===== src/rtl/counter_seq.sv =====
// counter_seq: command sequencer (load/up/down/goto) driving a W-bit up/down counter.
// Define COUNTER_SEQ_GOTO_EN to build the GOTO path; otherwise op 11 retires with err.
module counter_seq #(
    parameter int W = 4
) (
    input  logic         clk,
    input  logic         rst,
    input  logic         cmd_valid,
    output logic         cmd_ready,
    input  logic [1:0]   cmd_op,
    input  logic [W-1:0] cmd_arg,
    input  logic         abort,
    output logic         ctr_ld,
    output logic [W-1:0] ctr_ld_val,
    output logic         ctr_dir,
    output logic         ctr_en,
    input  logic [W-1:0] ctr_count,
    output logic         busy,
    output logic         done,
    output logic         aborted,
    output logic         err
);
    typedef enum logic [1:0] {IDLE, LOAD, RUN, DONE} state_t;
    state_t       state;
    logic [W-1:0] rem;
    logic         run_en;
    logic         finish;
`ifdef COUNTER_SEQ_GOTO_EN
    logic         goto_mode;
    logic [W-1:0] target;
    logic [W-1:0] dist;
    assign dist   = cmd_arg - ctr_count;
    // GOTO enables stop combinationally the moment the counter reaches target
    assign run_en = goto_mode ? ctr_count != target : 1'b1;
    assign finish = goto_mode ? ctr_count == target : rem == W'(1);
`else
    assign run_en = 1'b1;
    assign finish = rem == W'(1);
`endif
    assign cmd_ready = rst && state == IDLE;
    assign busy      = state != IDLE;
    assign ctr_ld    = state == LOAD && !abort;
    assign ctr_en    = state == RUN && !abort && run_en;

    always_ff @(posedge clk or negedge rst) begin
        if (!rst) begin
            state      <= IDLE;
            rem        <= '0;
            ctr_ld_val <= '0;
            ctr_dir    <= 1'b1;
            done       <= 1'b0;
            aborted    <= 1'b0;
            err        <= 1'b0;
`ifdef COUNTER_SEQ_GOTO_EN
            goto_mode  <= 1'b0;
            target     <= '0;
`endif
        end else begin
            done <= 1'b0;
            case (state)
                IDLE: if (cmd_valid) begin
`ifdef COUNTER_SEQ_GOTO_EN
                    goto_mode <= cmd_op == 2'b11;
`endif
                    case (cmd_op)
                        2'b00: begin
                            ctr_ld_val <= cmd_arg;
                            state      <= LOAD;
                        end
                        2'b01, 2'b10: begin
                            ctr_dir <= !cmd_op[1];
                            rem     <= cmd_arg;
                            state   <= cmd_arg == '0 ? DONE : RUN;
                            done    <= cmd_arg == '0;
                        end
                        default: begin
`ifdef COUNTER_SEQ_GOTO_EN
                            // shortest modular path; an exact half-way tie goes up
                            target  <= cmd_arg;
                            ctr_dir <= dist <= {1'b1, {(W-1){1'b0}}};
                            state   <= RUN;
`else
                            err     <= 1'b1;
                            done    <= 1'b1;
                            state   <= DONE;
`endif
                        end
                    endcase
                end
                LOAD: begin
                    aborted <= abort;
                    done    <= 1'b1;
                    state   <= DONE;
                end
                RUN: begin
                    rem <= rem - W'(1);
                    if (abort || finish) begin
                        aborted <= abort;
                        done    <= 1'b1;
                        state   <= DONE;
                    end
                end
                default: begin
                    aborted <= 1'b0;
                    err     <= 1'b0;
                    state   <= IDLE;
                end
            endcase
        end
    end
endmodule


===== config.mk =====
export PLATFORM = sky130hd
export DESIGN_NAME = counter_seq
export DESIGN_NICKNAME = d
export VERILOG_FILES = /design/src/rtl/counter_seq.sv
export SDC_FILE = /design/constraint.sdc
export NUM_CORES = 1
export LEC_CHECK = 0
export ABC_AREA = 1
export CAP_MARGIN = 20
export CELL_PAD_IN_SITES_DETAIL_PLACEMENT = 0
export CELL_PAD_IN_SITES_GLOBAL_PLACEMENT = 1
export CORE_ASPECT_RATIO = 1.25
export CORE_MARGIN = 8
export CORE_UTILIZATION = 32
export CTS_CLUSTER_SIZE = 10
export DETAILED_ROUTE_END_ITERATION = 12
export PLACE_DENSITY_LB_ADDON = 0.1
export SLEW_MARGIN = 20
export SYNTH_ARGS = -nofsm -noshare
export SYNTH_HDL_FRONTEND = slang
export SYNTH_SLANG_ARGS = --single-unit

===== constraint.sdc =====
create_clock -name clk -period 1.6 [get_ports clk]
set_input_delay 0.48 -clock clk [delete_from_list [all_inputs] [get_ports clk]]
set_output_delay 0.48 -clock clk [all_outputs]
set_load 0.03 [all_outputs]

### After elaboration in Yosys (flattened, before gate mapping)

Index checks and enable logic that the tools add are counted.

* bits in registers: 14
* latch bits: 0
* bits in writable memories: 0
* bits in read-only memories: 0
* output and inout bits: 12
* word-level logic and storage cells: 56
* memories: 0

* add/subtract/negate cells: 1
* multipliers: 0
* divide/modulo/power cells: 0
* $lt $le $gt $ge: 0
* eq/ne operators: 9
* shift operators: 0
* muxes and demuxes: 17
* bitwise gates (word level): 2
* reductions and logical operators: 20

Operators with widths (count)
* $reduce_and 3->1: 4
* $mux 4: 2
* $pmux 4 s2: 1
* $mux 1: 6
* $pmux 1 s3: 2
* $pmux 2 s3: 1
* $eq 2x1->1 const B: 2
* $eq 2x2->1 const B: 2
* $eq 4x1->1 const B: 1
* $logic_not 2->1: 2
* $logic_not 4->1: 1
* $mux 2: 2
* $ne 2x1->1 const B: 2
* $ne 2x2->1 const B: 2
* $pmux 1 s2: 2
* $pmux 2 s2: 1
* $reduce_and 2->1: 2
* $reduce_bool 2->1: 2
* $reduce_or 2->1: 2
* $sub 4x1->4 const B: 1
* $logic_and 1x1->1: 3
* $reduce_or 3->1: 1
* $logic_not 1->1: 2
* $not 1->1: 2
* $logic_or 1x1->1: 1

### Logic depth before layout (Yosys ltp)

Gate-level depths: netlist of the first run.

* word-level depth: 5
* mapped depth: 9

### Least setup slack after synthesis of the first run

No wires, ideal clock.

* kind: register to register
* start: reg state[0]
* end: reg state[0]
* setup time: 0.116 ns
* arrival time: 1.631 ns
* required time: 1.484 ns
* path slack: -0.148 ns
* stages on the path, launching flop included: 10
* period minus slack after synthesis: 1.748 ns
* path through: dfrtp_1 > inv_1 > ha_1 > inv_2 > nor2_1 > nand2_1 > nand2_2 > nor2_1 > nand2_1 > nand2_1

* longest elaborated chain between the ends: 3
* elaborated cells on any way between the ends: 7
* those cells by class: eq/ne: 4; mux: 1; reduce/logical: 2

RTL lines
* start, declared: line 24 `state_t state;`
* start signal, assigned: line 73 `state <= cmd_arg == '0 ? DONE : RUN;`
* $eq 2x2->1 / $logic_not 2->1 (equally long branches): line 60 `case (state)`
* $ne 2x1->1 (no line) / $ne 2x2->1 (equally long branches)
* $reduce_and 2->1 (no line)

Parallel ways exist; a longest one is shown, timed or not.
A chain may end at the register's enable or synchronous reset.

### Worst setup path after layout of the first run

* start: reg state[1]
* end: out ctr_ld

* longest elaborated chain between the ends: 2

RTL lines
* $eq 2x1->1: line 42 `assign ctr_ld = state == LOAD && !abort;`
* $logic_and 1x1->1: line 42
* end, declared: line 13 `output logic ctr_ld,`

No other way between the ends.

==> flow_metrics.env, run 1 <==
export IMPL_core_um2=2600
export IMPL_fin_skew_ns=0.00507
export IMPL_yosys_top_cells_area="dfrtp_1, ha_1, nand2_1"
export IMPL_syn_nets=129
export IMPL_fin_cells=182
export IMPL_worst_ep_arrival_time_ns=1.25
export IMPL_viasPerCell=4.49
export IMPL_place_area_um2=1180
export IMPL_fmax_ghz=0.577
export IMPL_grt_usage_pct=11.2
export IMPL_cp_required_ns=1.12
export IMPL_synth_enable_flop_cells=0
export IMPL_drt_pass1_iter_count=3
export IMPL_seq_area_frac_synth_pct=41.4
export IMPL_yosysTopAreaCell="dfrtp_1"
export IMPL_numPortBuffers=21
export IMPL_grt_util_met1_pct=11.9
export IMPL_post_route_period_util_pct=108
export IMPL_setup_viol=4
export IMPL_drc=0
export IMPL_cts_tree="built"
export IMPL_slew_viol_final=0
export IMPL_root_buffer="clkbuf_4"
export IMPL_critPathKind="flip-flop to primary output"
export IMPL_peakVddDrop_mv=1.28
export IMPL_worst_slew_pin_slew_ns=0.310
export IMPL_antenna_found_initial=0
export IMPL_clock_sinks=14
export IMPL_dieArea_um2=4570
export IMPL_busiest_layer="met2"
export IMPL_routed_wl_um=2270
export IMPL_syn_to_final_growth_pct=59.1
export IMPL_crit_top_cell="inv_2"
export IMPL_fillCellCount=248
export IMPL_grt_max_degree=15
export IMPL_synth_cell_types=19
export IMPL_synth_area_um2=850
export IMPL_hold_viol=0
export IMPL_maxSlewHeadroom_pct=79.4
export IMPL_netlist_top_cells_count="nand2_1, inv_1, dfrtp_1, ha_1"
export IMPL_die_h_um=73.6
export IMPL_die_w_um=62.1
export IMPL_synth_seq_cells=14
export IMPL_status="finished with violations"
export IMPL_syn_area_per_cell_um2=8.01
export IMPL_syn_inst=106
export IMPL_first_iter_violations=8
export IMPL_ys_warn_count=0
export IMPL_yosysMostFrequentCell="nand2_1"
export IMPL_drive_gt1_share_pct=34.5
export IMPL_fin_crit_ns=1.73
export IMPL_num_rows=21
export IMPL_clockBufferDepth=2
export IMPL_start_kind="flip-flop"
export IMPL_crit_chain="inv_2 -> ha_4 -> inv_2 -> nor2_1 -> buf_4"
export IMPL_num_nets_final=172
export IMPL_netlist_area_leader_share_pct=38.3
export IMPL_io_pins=26
export IMPL_power_density_nw_per_um2=1950
export IMPL_via_count=817
export IMPL_worst_path_largest_cell_delay_ns=0.44
export IMPL_cts_buffers_inserted=3
export IMPL_clk_pin_slew_ns=0.09
export IMPL_dp_hpwl_um=1770
export IMPL_synthFlopType="dfrtp_1"
export IMPL_grtUsageMet2_pct=20.2
export IMPL_violations="negative setup slack"
export IMPL_grtUsageMet3_pct=2.63
export IMPL_place_congestion=0.820
export IMPL_crit_fanout=3
export IMPL_grt_pass1_wl_um=3850
export IMPL_rsz0062_at_grt="yes"
export IMPL_grt_pass1_vias=925
export IMPL_diodes=0
export IMPL_initial_core_util_pct=32.7
export IMPL_ant_nets=0
export IMPL_worst_slack_ns=-0.132
export IMPL_critPathSlowestCell="dfrtp_1"
export IMPL_wire_per_inst_um=12.5
export IMPL_fin_area_um2=1350
export IMPL_p_leak_uw=0.000683
export IMPL_hp_class="input port to async pin"
export IMPL_worst_setup_path_end_kind="primary output"
export IMPL_grt_overflow=0
export IMPL_dp_cells=173
export IMPL_clk_latency_ns=0.28
export IMPL_maxCapViolCount=0
export IMPL_synthArstFlopShare_pct=100
export IMPL_htreeDepth=1
==> registers in the layout (all words and copies together) (netlist names) <==
name,cells
done,1
state,2
rem,4
aborted,1
ctr_dir,1
err,1
ctr_ld_val,4
==> stage by stage <==
stage,hold slack (ns),worst slack [ns],setup TNS (ns),power (uW),utilization [%]
6_report,0.356,-0.132,-0.437,2630,51.9
3_3_place_gp,0.471,-0.342,-3.42,2110,45.5
3_5_place_dp,0.476,-0.360,-3.75,2130,45.5
4_1_cts,0.334,-0.169,-0.487,2630,51.0
5_1_grt,0.372,-0.194,-0.694,2880,51.9
2_1_floorplan,0.184,0.0282,0,1590,-
==> layout by cell type (no fill, tap or decap) <==
cell	count
o211ai_1	1
mux2_2	3
clkbuf_8	1
nand2_2	2
nand3b_1	2
dlygate4sd2_1	9
nand2_1	28
dfstp_2	1
inv_2	7
o21ai_1	1
nor2_2	1
clkbuf_4	3
xnor2_1	1
ha_1	5
inv_1	7
inv_4	2
nor2_1	6
nand3_1	4
nor3_1	1
buf_4	18
o21ai_4	1
nor2_4	1
dlymetal6s2s_1	2
or2_1	1
a21oi_1	3
nand3_2	2
ha_4	4
dfrtp_1	13
buf_6	4
a21oi_2	1
o21ai_0	8
clkdlybuf4s50_1	5
==> layout make-up <==
| cell class | instances | area (um^2) | area share (%) |
|---|---|---|---|
| Sequential cell | 14 | 352 | 26.0 |
| Clock buffer | 4 | 36.3 | 2.69 |
| Tap cell | 34 | 42.5 | 3.15 |
| Inverter | 16 | 65.1 | 4.81 |
| Timing Repair Buffer | 38 | 334 | 24.7 |
| Multi-Input combinational cell | 76 | 522 | 38.6 |
==> worst paths after layout <==
path                           from  endpoint  slack [ns]  depth (start not counted)
min in group clk            aborted   aborted        0.48                          2
hold / removal                  rst  state[1]        0.36                          2
max in group asynchronous       rst   ctr_dir        1.00                          2
setup reg to reg           state[1]  state[0]        0.12                          9
hold reg to reg             aborted   aborted        0.48                          2
setup / recovery           state[1]    ctr_ld       -0.13                          5
==> timing repair <==
item                                    4_1_cts  5_1_grt
endpoints found under the setup margin       18       12
hold buffers                                  0        0
resized for setup                            29        9
pin swaps                                     1        6
setup buffers                                 5        1
==> logic make-up (layout without fill, tap and decap cells) <==
logic type | count (synthesis) | after routing | share of synthesized area, %
XOR/XNOR | 1 | 1 | 1.03
buffers and inverters | 16 | 58 | 7.07
AND/OR/NAND/NOR | 48 | 48 | 23.7
adder cells (fa/ha/maj) | 9 | 9 | 13.3
multiplexers | 3 | 3 | 3.98
flip-flops | 14 | 14 | 41.4
AO/OA/AOI/OAI | 15 | 15 | 9.57
==> power breakdown <==
group	internal, uW	switching [uW]
combinational	746	972
sequential	539	111
clock	138	124
total	1420	1210
==> routing by layer <==
metal	share of wire (%)	vias to the layer above
li1	-	421
met1	40	386
met2	55	8
met3	3.4	2
met4	0.88	0
met5	0	-
==> critical path, delay by kind of cell, from the launching register on <==
kind	cells	cell delay (ns)
buf+inv	3	0.31
flops	1	0.44
simple gates	1	0.07
fa+ha+maj	1	0.14
Power figures use the tool's default switching activity.
==> run 2, diff against run 1 <==
- CORE_MARGIN: 8 -> unset
- SLEW_MARGIN: 20 -> unset
==> flow_metrics.env, run 2 (synthesized netlist as in run 1, its figures left out) <==
export IMPL_start_kind="flip-flop"
export IMPL_clockBufferDepth=2
export IMPL_numPortBuffers=21
export IMPL_first_iter_violations=7
export IMPL_worst_setup_path_end_kind="primary output"
export IMPL_r2r_start="state[0]"
export IMPL_drc=0
export IMPL_clk_pin_slew_ns=0.09
export IMPL_place_ws_ns=-0.329
export IMPL_internal_power_uw=1490
export IMPL_maxSlewHeadroom_pct=79.9
export IMPL_io_pins=26
export IMPL_htreeDepth=1
export IMPL_grt_max_degree=15
export IMPL_utilization_pct=56.6
export IMPL_drt_pass1_iter_count=4
export IMPL_num_rows=20
export IMPL_pwr_share_seq_pct=23.8
export IMPL_layout_common_cells="nand2_1, buf_4, dfrtp_1, dlygate4sd2_1"
export IMPL_num_nets_final=178
export IMPL_maxCapViolCount=0
export IMPL_dieArea_um2=2870
export IMPL_reg2reg_depth=6
export IMPL_regArea_um2=352
export IMPL_p_sw_uw=1220
export IMPL_place_congestion=0.777
export IMPL_rsz0062_at_grt="yes"
export IMPL_critPathSlowestCell="dfrtp_1"
export IMPL_fillCellCount=236
export IMPL_antenna_found_initial=0
export IMPL_die_w_um=48.1
export IMPL_violations="negative setup slack"
export IMPL_post_route_period_util_pct=106
export IMPL_cts_tree="built"
export IMPL_whs_ns=0.333
export IMPL_p_sw_share_pct=45.0
export IMPL_diodes=0
export IMPL_core_um2=2480
export IMPL_cts_buffers_inserted=3
export IMPL_initial_core_util_pct=34.3
export IMPL_grt_pass1_vias=823
export IMPL_root_buffer="clkbuf_4"
export IMPL_peakVddDrop_mv=1.09
export IMPL_wire_per_inst_um=11.6
export IMPL_crit_fanout=4
export IMPL_largestRegisters="ctr_ld_val: 4 flops, rem: 4 flops, state: 2 flops"
export IMPL_worst_path_largest_cell_delay_ns=0.41
export IMPL_cp_required_ns=1.12
export IMPL_fin_crit_ns=1.70
export IMPL_worst_slew_pin_slew_ns=0.303
export IMPL_crit_top_cell="inv_2"
export IMPL_grt_overflow=0
export IMPL_worst_slack_ns=-0.0965
export IMPL_fmax_ghz=0.589
export IMPL_slew_viol_final=0
export IMPL_p_clk_share_pct=9.6
export IMPL_clk_latency_ns=0.28
export IMPL_grt_pass1_wl_um=3290
export IMPL_multi_input_area_um2=524
export IMPL_worst_ep_arrival_time_ns=1.22
export IMPL_routed_wl_um=2160
export IMPL_critPathKind="flip-flop to primary output"
export IMPL_dp_hpwl_um=1620
export IMPL_viasPerCell=4.55
export IMPL_setup_viol=4
export IMPL_status="finished with violations"
export IMPL_crit_chain="inv_2 -> ha_4 -> nand2_2 -> inv_2 -> buf_6"
export IMPL_ant_nets=0
export IMPL_hold_viol=0
export IMPL_grt_usage_pct=16.3
export IMPL_syn_to_final_growth_pct=64.9
export IMPL_die_h_um=59.6
export IMPL_clock_sinks=14
export IMPL_hp_class="input port to async pin"
export IMPL_comb_power_share_pct=66.6
export IMPL_via_count=850
export IMPL_p_leak_uw=0.000714
export IMPL_critPathBufInv=3
export IMPL_crit_family="flip-flops"
export IMPL_layout_commonest_cell="nand2_1"
export IMPL_r2r_slack_ns=0.11
export IMPL_postCtsHoldBufs=0
export IMPL_fin_skew_ns=0.00302
export IMPL_timing_rr_end="ctr_ld_val[2]"
export IMPL_drive_gt1_share_pct=36.4
export IMPL_power_density_nw_per_um2=1930
## run 2: cell types whose count changed in the layout (fill, tap and decap cells not counted)
cell	before	now
buf_4	18	23
buf_6	4	5
inv_1	7	8
inv_2	7	6
nor2_1	6	7
nor2_2	1	0
nor3_1	1	0
nor3_2	0	1
## run 2: power by group through the flow
| stage | combinational [uW] | sequential, uW | clock, uW |
|---|---|---|---|
| 2_1_floorplan | 759 | 834 | 0 |
| 3_3_place_gp | 1470 | 639 | 0 |
| 3_5_place_dp | 1480 | 650 | 0 |
| 4_1_cts | 1710 | 648 | 269 |
| 5_1_grt | 1990 | 670 | 280 |
| 6_report | 1800 | 644 | 260 |
## run 2: through the flow
| step | instances | total power (uW) | instance area [um^2] | TNS, ns |
|---|---|---|---|---|
| finish | 187 | 2710 | 1400 | -0.287 |
| global route | 187 | 2940 | 1400 | -0.492 |
| global placement | 176 | 2100 | 1210 | -3.42 |
| detailed placement | 176 | 2130 | 1210 | -3.55 |
| CTS | 184 | 2620 | 1350 | -0.331 |
| floorplan | 106 | 1590 | 852 | 0 |
## run 2: cell type report
type                       instances  share of cell area, %
clock buffer                       4                   2.59
inverter                          16                   4.64
multi-input combinational         76                   37.4
sequential                        14                   25.1
tap                               33                   2.95
timing repair buffer              44                   27.3
## run 2: repair_timing
action / in CTS / in global routing
pin swaps: 1 / 3
endpoints found under the setup margin: 15 / 10
setup buffers: 4 / 3
gates resized for setup: 31 / 7
## run 2: how the worst max path moves through the flow
| stage | from | to | depth (start not counted) |
|---|---|---|---|
| global placement | cmd_op[1] | rem[2] | 8 |
| detailed placement | cmd_op[0] | rem[2] | 8 |
| global route | state[0] | cmd_ready | 5 |
| floorplan | state[0] | ctr_en | 4 |
| CTS | state[1] | cmd_ready | 5 |
| finish | state[0] | cmd_ready | 5 |
## run 2: metal layers
layer	track usage, %	part of all wire [%]	vias up	wire (um)
li1	-	-	435	-
met1	19.4	41	400	879
met2	27.8	55	13	1190
met3	3.96	3.7	2	81
met4	4.76	0.60	0	13
met5	0	0	-	0
